===== src/rtl/rvb_crc_seq.sv =====
// rvb_crc_seq: issue-side sequencer for the rvb_crc iterative CRC core.
// Decodes crc32/crc32c issue packets into a one-entry input buffer and hands
// legal ops to the core. A two-entry tag FIFO keeps {rd, illegal} in program
// order, so results return in order on the writeback handshake. Illegal
// encodings skip the core and retire from the FIFO with an illegal flag.
module rvb_crc_seq #(
    parameter int XLEN = 64
) (
    input  logic            clock,
    input  logic            reset,
    input  logic            in_valid,
    output logic            in_ready,
    input  logic [31:0]     in_insn,
    input  logic [XLEN-1:0] in_rs1,
    input  logic [4:0]      in_rd,
    output logic            wb_valid,
    input  logic            wb_ready,
    output logic [4:0]      wb_rd,
    output logic [XLEN-1:0] wb_data,
    output logic            wb_illegal,
    output logic            crc_din_valid,
    input  logic            crc_din_ready,
    output logic [XLEN-1:0] crc_din_rs1,
    output logic            crc_din_insn20,
    output logic            crc_din_insn21,
    output logic            crc_din_insn23,
    input  logic            crc_dout_valid,
    output logic            crc_dout_ready,
    input  logic [XLEN-1:0] crc_dout_rd
);

    // Decoded fields of the incoming instruction word
    logic       dec_legal;
    logic [1:0] dec_size;
    logic       dec_cmode;

    // Input buffer (one entry)
    logic            ibuf_valid_q, ibuf_valid_d;
    logic            ibuf_legal_q, ibuf_legal_d;
    logic [1:0]      ibuf_size_q,  ibuf_size_d;
    logic            ibuf_cmode_q, ibuf_cmode_d;
    logic [XLEN-1:0] ibuf_rs1_q,   ibuf_rs1_d;
    logic [4:0]      ibuf_rd_q,    ibuf_rd_d;

    // Tag FIFO (two entries, in program order)
    logic [1:0][4:0] tag_rd_q,  tag_rd_d;
    logic [1:0]      tag_ill_q, tag_ill_d;
    logic            wr_ptr_q,  wr_ptr_d;
    logic            rd_ptr_q,  rd_ptr_d;
    logic [1:0]      count_q,   count_d;

    // Internal handshake terms
    logic       fifo_full;
    logic       fifo_empty;
    logic       ibuf_fire;
    logic       in_accept;
    logic       wb_fire;
    logic [4:0] head_rd;
    logic       head_ill;

    // Decode the CRC encoding space; the doubleword forms only exist on RV64
    always_comb begin
        dec_size  = in_insn[21:20];
        dec_cmode = in_insn[23];
        dec_legal = (in_insn[6:0] == 7'b0010011) &&
                    (in_insn[14:12] == 3'b001) &&
                    (in_insn[31:25] == 7'b0110000) &&
                    in_insn[24] &&
                    !in_insn[22] &&
                    !((in_insn[21:20] == 2'b11) && (XLEN == 32));
    end

    // Buffer/FIFO handshake terms; a push is refused while full even if the head pops this cycle
    always_comb begin
        fifo_full  = (count_q == 2'd2);
        fifo_empty = (count_q == 2'd0);
        ibuf_fire  = ibuf_valid_q && !fifo_full && (!ibuf_legal_q || crc_din_ready);
        in_accept  = in_valid && (!ibuf_valid_q || ibuf_fire);
        head_rd    = tag_rd_q[rd_ptr_q];
        head_ill   = tag_ill_q[rd_ptr_q];
    end

    // Port outputs; writeback data is forced to zero unless a legal result is actually retiring
    always_comb begin
        in_ready       = !ibuf_valid_q || ibuf_fire;
        crc_din_valid  = ibuf_valid_q && ibuf_legal_q && !fifo_full;
        crc_din_rs1    = ibuf_rs1_q;
        crc_din_insn20 = ibuf_size_q[0];
        crc_din_insn21 = ibuf_size_q[1];
        crc_din_insn23 = ibuf_cmode_q;
        wb_valid       = !fifo_empty && (head_ill || crc_dout_valid);
        wb_rd          = head_rd;
        wb_illegal     = !fifo_empty && head_ill;
        wb_data        = (wb_valid && !head_ill) ? crc_dout_rd : '0;
        crc_dout_ready = !fifo_empty && !head_ill && wb_ready;
        wb_fire        = wb_valid && wb_ready;
    end

    // Input buffer next state: load on accept, otherwise drain when the entry fires
    always_comb begin
        ibuf_valid_d = ibuf_valid_q;
        ibuf_legal_d = ibuf_legal_q;
        ibuf_size_d  = ibuf_size_q;
        ibuf_cmode_d = ibuf_cmode_q;
        ibuf_rs1_d   = ibuf_rs1_q;
        ibuf_rd_d    = ibuf_rd_q;
        if (in_accept) begin
            ibuf_valid_d = 1'b1;
            ibuf_legal_d = dec_legal;
            ibuf_size_d  = dec_size;
            ibuf_cmode_d = dec_cmode;
            ibuf_rs1_d   = in_rs1;
            ibuf_rd_d    = in_rd;
        end else if (ibuf_fire) begin
            ibuf_valid_d = 1'b0;
        end
    end

    // Tag FIFO next state: push on fire, pop on writeback, count tracks full/empty
    always_comb begin
        tag_rd_d  = tag_rd_q;
        tag_ill_d = tag_ill_q;
        wr_ptr_d  = wr_ptr_q;
        rd_ptr_d  = rd_ptr_q;
        count_d   = count_q;
        if (ibuf_fire) begin
            tag_rd_d[wr_ptr_q]  = ibuf_rd_q;
            tag_ill_d[wr_ptr_q] = !ibuf_legal_q;
            wr_ptr_d            = !wr_ptr_q;
        end
        if (wb_fire) begin
            rd_ptr_d = !rd_ptr_q;
        end
        case ({ibuf_fire, wb_fire})
            2'b10:   count_d = count_q + 2'd1;
            2'b01:   count_d = count_q - 2'd1;
            default: count_d = count_q;
        endcase
    end

    // State registers with synchronous reset; FIFO storage is cleared so the head reads zero
    always_ff @(posedge clock) begin
        if (reset) begin
            ibuf_valid_q <= 1'b0;
            ibuf_legal_q <= 1'b0;
            ibuf_size_q  <= 2'b00;
            ibuf_cmode_q <= 1'b0;
            ibuf_rs1_q   <= '0;
            ibuf_rd_q    <= 5'd0;
            tag_rd_q     <= '0;
            tag_ill_q    <= 2'b00;
            wr_ptr_q     <= 1'b0;
            rd_ptr_q     <= 1'b0;
            count_q      <= 2'd0;
        end else begin
            ibuf_valid_q <= ibuf_valid_d;
            ibuf_legal_q <= ibuf_legal_d;
            ibuf_size_q  <= ibuf_size_d;
            ibuf_cmode_q <= ibuf_cmode_d;
            ibuf_rs1_q   <= ibuf_rs1_d;
            ibuf_rd_q    <= ibuf_rd_d;
            tag_rd_q     <= tag_rd_d;
            tag_ill_q    <= tag_ill_d;
            wr_ptr_q     <= wr_ptr_d;
            rd_ptr_q     <= rd_ptr_d;
            count_q      <= count_d;
        end
    end

endmodule


===== config.mk =====
export PLATFORM = sky130hd
export DESIGN_NAME = rvb_crc_seq
export DESIGN_NICKNAME = d
export VERILOG_FILES = /design/src/rtl/rvb_crc_seq.sv
export SDC_FILE = /design/constraint.sdc
export NUM_CORES = 1
export LEC_CHECK = 0
export CORE_MARGIN = 3
export CORE_UTILIZATION = 29
export DETAILED_ROUTE_END_ITERATION = 8
export PLACE_DENSITY = 0.68
export SETUP_SLACK_MARGIN = 0.3
export SLEW_MARGIN = 20
export SYNTH_ARGS = -nofsm -noshare
export SYNTH_HDL_FRONTEND = slang
export SYNTH_SLANG_ARGS = --single-unit

===== constraint.sdc =====
create_clock -name clock -period 4.65 [get_ports clock]
set_clock_uncertainty 0.05 [all_clocks]
set_input_delay 0.465 -clock clock [delete_from_list [all_inputs] [get_ports clock]]
set_output_delay 0.465 -clock clock [all_outputs]
set_load 0.01 [all_outputs]

---- Word level (Yosys, flattened, before mapping) ----
Cells that the tools add are included.
word-level totals
  input bits .............................. 171
  flip-flop bits (word level) ............. 90
  word-level logic and storage cells ...... 67
operators by class
  magnitude comparators ................... 3
  reductions and logical operators ........ 30
  eq/ne operators ......................... 6
  add/sub/neg operators ................... 2
  mux-type cells .......................... 14
operator list
  cell                                                                  count
  64-bit two-way mux                                                    1
  1-bit logical AND                                                     16
  5-bit two-way mux                                                     3
  10-bit bitwise mux                                                    1
  1-bit zero test                                                       8
  7-bit by 5-bit == test with 1-bit output, second input constant       1
  7-bit by 6-bit == test with 1-bit output, second input constant       1
  5-bit demux with 1-bit select                                         1
  1-bit two-way mux                                                     5
  2-bit == test, second input constant                                  2
  1-bit by 2-bit < comparator with 1-bit output, second input constant  2
  2-bit case mux with 2 select lines                                    1
  2-bit nonzero test                                                    2
  3-bit by 1-bit == test with 1-bit output, second input constant       1
  1-bit logical OR                                                      3
  2-bit by 1-bit adder with 2-bit output, second input constant         1
  2-bit bitwise mux                                                     1
  2-bit by 1-bit == test with 1-bit output, second input constant       1
  2-bit zero test                                                       1
  2-bit by 1-bit subtractor with 2-bit output, second input constant    1
  1-bit demux with 1-bit select                                         1
  1-bit greater-or-equal comparator, second input constant              1

---- Logic depth before layout (Yosys ltp) ----
Gate-level depths: netlist (run 1).
  word-level depth ........................ 7
  depth in mapped cells ................... 8

---- Worst setup path after synthesis (run 1) ----
No wires, ideal clock.
  kind .................................... register to output
  start point ............................. register rd_ptr_q
  end point ............................... output wb_data[0]
  required time ........................... 4.135 ns
  data arrival time ....................... 1.469 ns
  stages on the path, launching flop included .. 6
  path slack .............................. 2.666 ns
  cells stage by stage .................... dfxtp_1 > buf_6 > mux2_4 > nor3b_4 > buf_6 > and2_1
between the ends
  word-level cells in the longest chain between the ends .. 6
  elaborated cells between the ends (all ways) .. 7
  classes of those cells .................. mux: 3; reduce/logical: 4
ends and longest elaborated chain
  element                                                  RTL line  text
  start, declared                                          49        logic rd_ptr_q, rd_ptr_d;
  start signal, assigned                                   165       rd_ptr_q <= rd_ptr_d;
  1-bit two-way mux (not written as such) * (2 in series)  80        head_ill = tag_ill_q[rd_ptr_q];
  1-bit logical OR                                         91        wb_valid = !fifo_empty && (head_ill || crc_dout_valid);
  1-bit logical AND                                        91
  1-bit logical AND *                                      94        wb_data = (wb_valid && !head_ill) ? crc_dout_rd : '0;
  64-bit two-way mux *                                     94
  end, declared                                            19        output logic [XLEN-1:0] wb_data,
Mark *: on every way between the ends. The rest lies on a longest branch, timed or not. The select of a mux whose other input is x is not followed.

---- Final worst setup path (run 1) ----
  start point ............................. register rd_ptr_q
  end point ............................... output wb_data[31]
The elaborated chain is that of the path after synthesis.

==> results.md, run 1 <==
* Peak VDD IR at 0.193 mV
* CTS Hold Buffers Added at 0
* Layout cell share with drive strength beyond 1 at 0.0369
* Post-synthesis cell area at 4550 µm²
* Distinct cells, synth at 31
* Pre-CTS setup slack at 1790 ps
* Slew Limit Fails at 0
* Post-Synthesis Cells at 475
* Hold Vio Cnt, Final at 0
* Leakage at 3.07 nW
* Delay-heaviest family, CP: buffers and inverters
* Post-DR wirelength/cell at 17.1 µm
* PD cells at 274 nW/µm²
* FF-to-FF path depth at 5
* GR Util All Layers at 0.188
* Largest net degree at the start of global routing at 164
* Share of the synthesized area in the top cell type at 0.396
* Synth-to-layout area growth at 73.7%
* Post-route ant nets at 0
* Fmax at 317 MHz
* Sw frac at 0.253
* Synth top area cells: dfxtp_1 (40%), nand2b_1 (20%), mux2i_1 (16%)
* GPL Wtd Cong at 0.924
* Final setup fails at 0
* Drt first-iter violations at 188
* GR Overflow Total at 0
* Comb pwr share at 0.269
* CTS resizes at 0
* Die X at 131 µm
* Setup TNS at 0 ps
* Root buffer cell: clkbuf_16
* Commonest non-fill, non-tap cell in the layout: clkdlybuf4s50_1
* Total wire length at 16500 µm
* Slew @ Worst Pin at 817 ps
* Rel. slew slack at 0.455
* Clk_lat worst skew at 340 ps
* Input/output buffers at 301
* Reg-to-Reg End: crc_din_rs1[60]
* Area leader, netlist: dfxtp_1
* Hold WS at 422 ps
* Drt pass-1 iters at 4
* HP Start: crc_din_rs1[15]
* Drt drc at 0
* Fillers at 1387
* Worst path arrival time at 2640 ps
* Buffer levels on the longest clock path at 2
* Status: finished clean
* Slowest-stage cell, CP: clkdlybuf4s50_1
* RSZ-0062 raised after global routing: false
* Die area at 17200 µm²
* Core Rows at 45
* Nets at 927
* # Post-CTS Setup Buffers at 0
* Clk sinks at 90
* Part of the cycle the worst path needs at 0.679
* Die Height at 131 µm
* Sequential-to-total area share from yosys stat at 0.396
* H-tree levels at 3
* Top Ports at 312
* Crit path largest cell delay at 630 ps
* Hold depth at 2
* Vias in the first global route at 4392
* Commonest non-fill, non-tap cells in the layout: clkdlybuf4s50_1 (300), nand2b_1 (145), dfxtp_1 (90)
* Core ar. at 15300 µm²
* Worst hold endpoint: crc_din_rs1[15]
* Via Count at 4251
* Maxcap violations at 0
* Crit. End Element: primary output
* Post-synthesis average cell area at 9.58 µm²
* Buf+Inv Stages, Crit Path at 2
* Worst setup margin at 1490 ps
* Net Count, Synth at 647
* Clock power share at 0.338
* Worst-path cell chain: mux2_4 -> nor3b_4 -> buf_4 -> and2_1 -> clkdlybuf4s50_1
* Internal power at 0.00162 W
* Clock-pin slew on the worst setup and hold paths at 60 ps
* CTS Buf Count at 9
* Antenna violations before repair at 0
* Routed vias/inst at 4.39
* WS Path Type: flop to primary output
* Worst R2R Setup Slack at 2480 ps
* Reg2reg start: count_q[0]
* Min Tclk post-route at 3160 ps
* Seq pwr share at 0.392
* YS warnings at 0
* Sw power at 0.000550 W
* Finished Core Util at 0.518
* CP required at 4140 ps
* Ant diodes at 0
* First-pass GRT wire length at 25400 µm
* Class of the worst hold path: flop to flop
* DP Wirelength at 12900 µm
* Startpoint Class: flop
* Seq cells post-synth at 90
* Initial Utilization at 0.298
* Worst-path maximum fanout at 64
* CTS tree: yes
## final cells by class
type,instances,area (µm²),share of cell area
Inverter,2,7.51,0.000949
Timing Repair Buffer,304,3040,0.384
Tap cell,211,264,0.0334
Clock inverter,3,40.0,0.00506
Clock buffer,11,253,0.0320
Sequential cell,90,1800,0.228
Multi-Input combinational cell,348,2500,0.317
## cell usage after synthesis
library cell	count
inv_1	2
nor2_1	8
nand3_1	2
buf_4	1
nand3b_1	10
mux2_2	5
and2_1	65
nand2b_1	145
ha_1	1
or3_1	2
nor3b_4	1
nand2b_4	1
clkbuf_1	20
and3_1	1
o21ai_0	13
mux2_4	1
a21bo_2	1
xor2_1	1
nand4b_1	1
xnor2_1	1
a21oi_1	4
o32ai_1	1
nand4_1	2
nor4b_1	3
nor4bb_1	1
mux2i_1	74
nor3_1	1
buf_6	14
nand2_1	2
dfxtp_1	90
nor2b_1	1
## worst max-delay path by stage
stage,cells past startpoint,slack [ps],end,from
finish,5,1490,wb_data[31],rd_ptr_q
detailed placement,5,1790,wb_data[31],crc_dout_valid
CTS,5,1450,wb_data[31],rd_ptr_q
global route,5,1350,wb_data[31],rd_ptr_q
global placement,5,1820,wb_data[39],crc_dout_valid
floorplan,5,2670,wb_data[0],rd_ptr_q
## power by group through the flow
| stage | clock, W | sequential (W) | combinational, W |
|---|---|---|---|
| after floorplan | 0 | 0.000880 | 0.000238 |
| after global placement | 0 | 0.000864 | 0.000579 |
| after detailed placement | 0 | 0.000867 | 0.000589 |
| after CTS | 0.000759 | 0.000851 | 0.000593 |
| after global routing | 0.000791 | 0.000857 | 0.000623 |
| final | 0.000734 | 0.000851 | 0.000584 |
## cell families after synthesis
logic type	synth area share
AO/OA/AOI/OAI	0.0228
XOR/XNOR	0.00385
adder cells (fa/ha/maj)	0.00275
buffers and inverters	0.0544
flip-flops	0.396
multiplexers	0.178
AND/OR/NAND/NOR	0.342
## state kept, by name, indices dropped and copies added, names as in the netlist
signal and flops:
ibuf_size_q 2, ibuf_valid_q 1, ibuf_rd_q 5, tag_ill_q 2
count_q 2, wr_ptr_q 1, crc_din_rs1 64, rd_ptr_q 1
tag_rd_q 10, crc_din_insn23 1, ibuf_legal_q 1
## metrics by stage
stage	area, µm²	power, W	cells
floorplan	4550	0.00112	475
global placement	7610	0.00144	955
detailed placement	7610	0.00146	955
CTS	7900	0.00220	969
global route	7910	0.00227	969
finish	7910	0.00217	969
## routing by layer
| metal | track usage | up-vias | part of all wire |
|---|---|---|---|
| met2 | 0.353 | 180 | 0.54 |
| li1 | - | 2096 | - |
| met5 | 0 | - | 0 |
| met1 | 0.189 | 1949 | 0.35 |
| met4 | 0.0753 | 0 | 0.034 |
| met3 | 0.0670 | 26 | 0.074 |
## worst register-to-register path: cells and delay by family (launching register included)
kind	cells	cell delay, ps
multiplexers	1	280
flip-flops	1	420
AO/OA/AOI/OAI	1	160
AND/OR/NAND/NOR	2	650
buffers and inverters	1	540
Power figures use the tool's default switching activity.
==> run 2: changes to the inputs <==
--- a/config.mk
+++ b/config.mk
@@ -8,7 +8,7 @@
 export CORE_MARGIN = 3
 export CORE_UTILIZATION = 29
 export DETAILED_ROUTE_END_ITERATION = 8
-export PLACE_DENSITY = 0.68
+export PLACE_DENSITY = 0.71
 export SETUP_SLACK_MARGIN = 0.3
 export SLEW_MARGIN = 20
 export SYNTH_ARGS = -nofsm -noshare
==> constraint.sdc (replaced) <==
create_clock -name clock -period 2.7 [get_ports clock]
set_clock_uncertainty 0.05 [all_clocks]
set_input_delay 0.27 -clock clock [delete_from_list [all_inputs] [get_ports clock]]
set_output_delay 0.27 -clock clock [all_outputs]
set_load 0.01 [all_outputs]
==> results.md, run 2 (same netlist as run 1, synthesis figures left out) <==
* Status: finished clean
* Post-route ant nets at 0
* Worst R2R Setup Slack at 810 ps
* Worst path arrival time at 2240 ps
* Peak VDD IR at 0.341 mV
* CTS tree: yes
* Setup TNS at 0 ps
* Core ar. at 15300 µm²
* Drt pass-1 iters at 4
* First-pass GRT wire length at 22900 µm
* Leakage at 4.06 nW
* Sw frac at 0.249
* Die Height at 131 µm
* Slew @ Worst Pin at 537 ps
* Total power at 0.00373 W
* Input/output buffers at 301
* Via Count at 4324
* Sw power at 0.000930 W
* Min Tclk post-route at 2560 ps
* Layout cell share with drive strength beyond 1 at 0.0469
* Nets at 934
* Post-DP Area at 7660 µm²
* Slew Limit Fails at 0
* CTS Buf Count at 9
* Total wire length at 15300 µm
* Top Ports at 312
* Seq pwr share at 0.392
* Drt drc at 0
* Clock power share at 0.331
* Clk_lat worst skew at 330 ps
* DP Wirelength at 11400 µm
* Reg-to-Reg End: count_q[1]
* CTS Hold Buffers Added at 0
* Vias in the first global route at 4254
* GR Overflow Total at 0
* Worst hold endpoint: ibuf_valid_q
* Post-DR wirelength/cell at 15.6 µm
* Commonest non-fill, non-tap cells in the layout: clkdlybuf4s50_1 (248), nand2b_1 (145), dfxtp_1 (90)
* Clock-pin slew on the worst setup and hold paths at 60 ps
* CP required at 2380 ps
* Part of the cycle the worst path needs at 0.947
* Root buffer cell: clkbuf_16
* Fmax at 391 MHz
* Fin area at 8170 µm²
* RSZ-0062 raised after global routing: true
* Hold WS at 404 ps
* Die area at 17200 µm²
* Clk sinks at 90
* Largest net degree at the start of global routing at 87
* Worst-path maximum fanout at 16
* Hold depth at 2
* Crit. End Element: primary output
* Drt first-iter violations at 121
* Synth-to-layout area growth at 79.4%
* Ant diodes at 0
* Hold Vio Cnt, Final at 0
* Core Rows at 45
* Maxcap violations at 0
* Commonest non-fill, non-tap cell in the layout: clkdlybuf4s50_1
* GR Util All Layers at 0.164
* Die X at 131 µm
* Initial Utilization at 0.298
* Reg2reg start: rd_ptr_q
* WS Path Type: flop to primary output
* Final setup fails at 0
* GPL Wtd Cong at 0.834
* Finished Core Util at 0.535
* Routed vias/inst at 4.42
* Comb pwr share at 0.277
* Rel. slew slack at 0.640
* Antenna violations before repair at 0
* Buffer levels on the longest clock path at 2
* Largest register FFs at 64
* H-tree levels at 3
* Class of the worst hold path: input pin to flop
* Startpoint Class: flop
* HP Start: reset
* FF-to-FF path depth at 6
* Internal power at 0.00280 W
* PD cells at 456 nW/µm²
run 2: changes by cell type in the layout (fill, tap and decap cells not counted), sizes merged:
cell           change
clkdlybuf4s50     -52
dlymetal6s2s      +52
buf                +5
clkbuf             +2
clkinv             +2
run 2: layer usage:
metal	GRT usage	routed length [µm]	vias up
li1	-	-	2115
met1	0.169	5660	2007
met2	0.314	8260	186
met3	0.0517	1100	16
met4	0.0502	265	0
met5	0	0	-
run 2: stage by stage:
stage | instances | worst slack (ps)
after floorplan | 475 | 854
after global placement | 957 | 439
after detailed placement | 957 | 404
after CTS | 973 | 124
after global routing | 978 | 42.6
final | 978 | 142
run 2: how the worst max path moves through the flow:
stage / end / from / cells past startpoint
finish: wb_data[22] / rd_ptr_q / 6
CTS: wb_data[59] / rd_ptr_q / 5
floorplan: count_q[1] / rd_ptr_q / 7
global placement: wb_data[51] / crc_dout_valid / 5
detailed placement: wb_data[59] / crc_dout_valid / 5
global route: wb_data[22] / rd_ptr_q / 6
run 2: cell type report:
| cell class | count | area [µm²] |
|---|---|---|
| Timing Repair Buffer | 311 | 3290 |
| Sequential cell | 90 | 1800 |
| Fill cell | 1329 | 7090 |
| Clock buffer | 11 | 243 |
| Multi-Input combinational cell | 348 | 2500 |
| Tap cell | 211 | 264 |
| Inverter | 2 | 7.51 |
| Clock inverter | 5 | 53.8 |
run 2: power groups by stage:
stage | registers [W] | clock network (W) | logic, W
after detailed placement | 0.00149 | 0 | 0.00101
after global placement | 0.00148 | 0 | 0.000996
after CTS | 0.00146 | 0.00129 | 0.00102
final | 0.00146 | 0.00123 | 0.00103
after floorplan | 0.00152 | 0 | 0.000410
after global routing | 0.00147 | 0.00134 | 0.00111
run 2: what timing repair did:
item,4_1_cts,5_1_grt
cloned,0,3
setup endpoints to repair,64,64
buffers inserted,0,2
resized for setup,0,52
run 2: worst max-delay path, cell delays in order (launching register included):
cell and delay, ps:
dfxtp_1 350, mux2_4 340, nor3b_4 190, buf_4 180
clkbuf_16 170, and2_1 140, clkdlybuf4s50_1 550
